--- src/rtl/apb4_master.sv ---
// APB4 requester: turns a valid/ready request into one SETUP/ACCESS transfer and returns
// a held response. Single outstanding transfer; ACCESS aborted after TIMEOUT unready cycles.
module apb4_master #(
   parameter int unsigned ADDR_WIDTH = 32,
   parameter int unsigned DATA_WIDTH = 32,
   parameter int unsigned TIMEOUT    = 256
) (
   input  logic                    clk_i,
   input  logic                    rst_i,
   // request
   input  logic                    req_valid_i,
   output logic                    req_ready_o,
   input  logic                    req_write_i,
   input  logic [ADDR_WIDTH-1:0]   req_addr_i,
   input  logic [DATA_WIDTH-1:0]   req_wdata_i,
   input  logic [DATA_WIDTH/8-1:0] req_strb_i,
   input  logic [2:0]              req_prot_i,
   // response
   output logic                    rsp_valid_o,
   input  logic                    rsp_ready_i,
   output logic [DATA_WIDTH-1:0]   rsp_rdata_o,
   output logic                    rsp_err_o,
   output logic                    rsp_timeout_o,
   // APB4
   output logic [ADDR_WIDTH-1:0]   paddr_o,
   output logic [2:0]              pprot_o,
   output logic                    psel_o,
   output logic                    penable_o,
   output logic                    pwrite_o,
   output logic [DATA_WIDTH-1:0]   pwdata_o,
   output logic [DATA_WIDTH/8-1:0] pstrb_o,
   input  logic                    pready_i,
   input  logic [DATA_WIDTH-1:0]   prdata_i,
   input  logic                    pslverr_i
);

   localparam int unsigned StrbW = DATA_WIDTH / 8;
   localparam int unsigned CntW  = $clog2(TIMEOUT + 1);

   typedef enum logic [1:0] {StIdle, StSetup, StAccess, StResp} state_e;

   state_e                state_q, state_d;
   logic [ADDR_WIDTH-1:0] addr_q, addr_d;
   logic [DATA_WIDTH-1:0] wdata_q, wdata_d;
   logic [StrbW-1:0]      strb_q, strb_d;
   logic [2:0]            prot_q, prot_d;
   logic                  write_q, write_d;
   logic [DATA_WIDTH-1:0] rdata_q, rdata_d;
   logic                  err_q, err_d;
   logic                  timeout_q, timeout_d;
   logic [CntW-1:0]       cnt_q, cnt_d;

   always_comb begin
      state_d   = state_q;
      addr_d    = addr_q;
      wdata_d   = wdata_q;
      strb_d    = strb_q;
      prot_d    = prot_q;
      write_d   = write_q;
      rdata_d   = rdata_q;
      err_d     = err_q;
      timeout_d = timeout_q;
      cnt_d     = cnt_q;

      unique case (state_q)
         StIdle: begin
            if (req_valid_i) begin
               addr_d  = req_addr_i;
               wdata_d = req_wdata_i;
               // Reads never present byte strobes on the bus.
               strb_d  = req_write_i ? req_strb_i : '0;
               prot_d  = req_prot_i;
               write_d = req_write_i;
               cnt_d   = '0;
               state_d = StSetup;
            end
         end
         StSetup: begin
            state_d = StAccess;
         end
         StAccess: begin
            if (pready_i) begin
               rdata_d   = write_q ? '0 : prdata_i;
               err_d     = pslverr_i;
               timeout_d = 1'b0;
               state_d   = StResp;
            end else if (cnt_q == CntW'(TIMEOUT - 1)) begin
               rdata_d   = '0;
               err_d     = 1'b1;
               timeout_d = 1'b1;
               state_d   = StResp;
            end else begin
               cnt_d = cnt_q + 1'b1;
            end
         end
         StResp: begin
            if (rsp_ready_i) begin
               state_d = StIdle;
            end
         end
         default: state_d = StIdle;
      endcase
   end

   always_ff @(posedge clk_i) begin
      if (rst_i) begin
         state_q   <= StIdle;
         addr_q    <= '0;
         wdata_q   <= '0;
         strb_q    <= '0;
         prot_q    <= '0;
         write_q   <= 1'b0;
         rdata_q   <= '0;
         err_q     <= 1'b0;
         timeout_q <= 1'b0;
         cnt_q     <= '0;
      end else begin
         state_q   <= state_d;
         addr_q    <= addr_d;
         wdata_q   <= wdata_d;
         strb_q    <= strb_d;
         prot_q    <= prot_d;
         write_q   <= write_d;
         rdata_q   <= rdata_d;
         err_q     <= err_d;
         timeout_q <= timeout_d;
         cnt_q     <= cnt_d;
      end
   end

   always_comb begin
      req_ready_o   = (state_q == StIdle);
      rsp_valid_o   = (state_q == StResp);
      rsp_rdata_o   = rdata_q;
      rsp_err_o     = err_q;
      rsp_timeout_o = timeout_q;
      psel_o        = (state_q == StSetup) || (state_q == StAccess);
      penable_o     = (state_q == StAccess);
      paddr_o       = addr_q;
      pprot_o       = prot_q;
      pwrite_o      = write_q;
      pwdata_o      = wdata_q;
      pstrb_o       = strb_q;
   end

endmodule

--- config.mk ---
export PLATFORM = sky130hd
export DESIGN_NAME = apb4_master
export DESIGN_NICKNAME = d
export VERILOG_FILES = /design/src/rtl/apb4_master.sv
export SDC_FILE = /design/constraint.sdc
export NUM_CORES = 1
export LEC_CHECK = 0
export ABC_AREA = 1
export BUFFER_PORTS_ARGS = -buffer_cell sky130_fd_sc_hd__buf_2
export CORE_ASPECT_RATIO = 1.75
export CORE_MARGIN = 10
export CORE_UTILIZATION = 45
export CTS_CLUSTER_DIAMETER = 150
export CTS_CLUSTER_SIZE = 10
export DETAILED_ROUTE_END_ITERATION = 12
export PLACE_DENSITY = 0.79
export REMOVE_ABC_BUFFERS = 1
export SLEW_MARGIN = 20
export SYNTH_ARGS = -nofsm -noshare
export SYNTH_HDL_FRONTEND = slang
export SYNTH_SLANG_ARGS = --single-unit
--- constraint.sdc ---
create_clock -name clk_i -period 1.9 [get_ports clk_i]
set_clock_uncertainty 0.05 [all_clocks]
set_input_delay 0.19 -clock clk_i [delete_from_list [all_inputs] [get_ports clk_i]]
set_output_delay 0.19 -clock clk_i [all_outputs]
set_load 0.01 [all_outputs]
==> flow_summary.yaml <==
worst_hold_path:
  min_to: "pwdata_o[23]"
  hp-class: "in -> reg"
  worstHoldStart: "req_wdata_i[23]"
  worstHoldPathCells: 3
power:
  power_density_nw_per_um2: 1350
  pwr-share-comb_pct: 30.9
  intPower_mw: 5.98
  vdd_drop_max_mv: 0.766
  swShare_pct: 34.5
  power.leakage_nw: 3.21
  p_switching_mw: 3.15
  seq_power_share_pct: 35.2
  clockPowerShare_pct: 33.9
sta:
  relSlewSlack_pct: 67.7
  finalCritPeriodShare_pct: 93.9
  tightest_slew_ps: 484
  tns_ps: 0
  hold_violations: 0
  maxSlewViolCount: 0
  setup_viol: 0
  fin_crit_ps: 1780
  whs_ps: 11.2
  fmax_ghz: 0.561
global_route:
  track_usage_pct: 20.4
  grt_pass1_vias: 4976
  grt_max_degree: 73
  grt_overflow: 0
  grt_pass1_wl_um: 23300
  antenna_found_initial: 2
synthesis:
  synth_area_leaders: "dfxtp_1 54%, nor2_1 14%, o21ai_0 8.2%, nand2_1 5.6%, a21oi_1 5.2%"
  synth-compound-area-share_pct: 13.4
  synth_simple_gate_area_share_pct: 25.1
  yosys.area.top_type_share_pct: 54.2
  synthAdderAreaFrac_pct: 1.45
  synth-main-ff-cell: "dfxtp_1"
  yosys.cell_count.top_type: "nor2_1"
  ys_warn_count: 0
  ys_types: 18
  yosys.area.top_type: "dfxtp_1"
  yosys-mux-area-fraction_pct: 0
  synth_xor_area_share_pct: 0
  async_flop_share_pct: 0
  yosysSeqAreaShare_pct: 54.2
  ys_ff_latch: 117
  synthCells: 563
  syn_area_um2: 4320
  synth_common_cells: "158 x nor2_1, 117 x dfxtp_1, 71 x o21ai_0"
  synth_edf_count: 0
  syn_avg_cell_area_um2: 7.67
  synth_top_family_by_area: "simple AND/OR/NAND/NOR gates"
setup_path:
  timing.rr.start: "cnt_q[1]"
  required_ps: 2140
  crit_path_start_kind: "flip-flop"
  arrival_ps: 2020
  crit_fanout: 17
  worst_r2r_path_depth: 10
  crit_type: "reg -> reg"
  worstReg2RegEnd: "rsp_rdata_o[23]"
  r2r_slack_ps: 120
  endpoint_kind: "flip-flop"
placed_design:
  dp_cells: 880
  port_buffers: 219
  gp_congestion: 0.810
  dp_hpwl_um: 10200
layout:
  layoutNonFillerInstCount: 981
  final_layout_size_suffix_gt1_share_pct: 32.2
  final_nets: 958
  area_growth_pct: 57.0
cts:
  cts_buffers: 17
  tritoncts: "done"
  worstSkewPairLatency_ps: 400
  root_buffer: "clkbuf_16"
  cts_max_path_buffers: 2
  cts.sinks: 117
  cts.reportedPaths.clkPinSlew_ps: 60
  htreeDepth: 4
floorplanning:
  ios: 220
  start_util_pct: 45.9
  dieHeight_um: 150
  core_um2: 9410
  placementRows: 47
  die_area_um2: 14100
  die_w_um: 94.1
routing:
  drtAntennaViolNets: 0
  vias: 4875
  drt_iter0_drc: 205
  drc: 0
  wl_um: 14900
  vias_per_cell: 4.97
  drt_first_pass_iters: 5
  routedWlPerCell_um: 15.2
job:
  drv_cap: 0
run_status:
  status: "finished, final reports clean"
stage by stage:
stage,utilization (%),power [mW],worst slack [ps],cell area [um2]
floorplan,-,4.78,-1440,4150
global placement,58.6,5.84,125,5520
detailed placement,58.6,5.95,53.8,5520
CTS,71.7,9.17,43.5,6750
global route,72.0,9.69,-3.37,6770
finish,72.0,9.13,116,6780
logic make-up (layout without fill, tap and decap cells):
| family | Yosys count | count (layout) |
|---|---|---|
| buffers and inverters | 56 | 349 |
| adder cells (fa/ha/maj) | 5 | 5 |
| AND/OR/NAND/NOR | 269 | 269 |
| AO/OA/AOI/OAI | 116 | 116 |
| flip-flops | 117 | 117 |
| other | 0 | 3 |
sequential cells by signal, indices dropped and copies added (netlist names):
name           cells
cnt_q              9
rsp_timeout_o      1
pprot_o            3
paddr_o           32
pstrb_o            4
pwrite_o           1
pwdata_o          32
rsp_rdata_o       32
state_q            2
rsp_err_o          1
layout by cell type, fill, tap and decap left out, drive strengths merged:
| cell type | instances |
|---|---|
| diode | 3 |
| nand3b | 1 |
| clkbuf | 17 |
| dfxtp | 117 |
| bufinv | 2 |
| nand2 | 67 |
| dlygate4sd3 | 65 |
| ha | 5 |
| clkinv | 7 |
| clkinvlp | 4 |
| inv | 22 |
| a21oi | 45 |
| buf | 232 |
| nor3b | 1 |
| o21ai | 71 |
| nor2 | 159 |
| nand3 | 41 |
what timing repair did:
action	CTS	global route
setup buffers	0	1
endpoints found under the hold margin	65	0
resized for setup	0	5
hold buffers	65	0
setup endpoints to repair	0	40
final cells by class:
| type | instances | area, um2 |
|---|---|---|
| clock buffers | 17 | 425 |
| flip-flops and latches | 117 | 2340 |
| multi-input cells | 390 | 1740 |
| well taps | 122 | 153 |
| repair buffers | 297 | 1870 |
| fillers | 689 | 2630 |
| diodes | 3 | 7.51 |
| clock inverters | 15 | 158 |
| inverters | 20 | 75.1 |
worst max-delay path: stages, from the launching register on:
cell	delay [ps]
dfxtp_1	360
ha_2	210
nand2_1	90
nor3b_2	170
ha_2	190
nand2_1	90
nand2_4	120
inv_2	50
buf_4	190
nand2_1	80
a21oi_1	60
power by group through the flow:
stage / Clock [mW] / Combinational (mW) / Sequential, mW
5_1_grt: 3.27 / 3.15 / 3.27
3_5_place_dp: 0 / 2.70 / 3.26
3_3_place_gp: 0 / 2.62 / 3.23
4_1_cts: 3.15 / 2.82 / 3.21
2_1_floorplan: 0 / 1.31 / 3.47
6_report: 3.09 / 2.82 / 3.22
layer usage:
layer / up-vias / global-route usage (%) / routed length, um
met5: - / 0 / 18
met4: 2 / 10.0 / 441
met3: 36 / 9.08 / 1400
met2: 200 / 36.7 / 7990
met1: 2254 / 18.8 / 5100
li1: 2383 / - / -
worst max-delay path by stage:
stage          startpoint              end  slack (ps)  cells past startpoint
6_report         cnt_q[1]  rsp_rdata_o[23]         120                     10
5_1_grt          cnt_q[1]  rsp_rdata_o[15]          -3                     10
4_1_cts          cnt_q[0]  rsp_rdata_o[16]          40                      9
3_5_place_dp     cnt_q[0]   rsp_rdata_o[4]          50                      9
3_3_place_gp     cnt_q[0]   rsp_rdata_o[3]         130                     10
2_1_floorplan  state_q[0]         cnt_q[2]       -1440                      7
(Power assumes the default switching activity.)
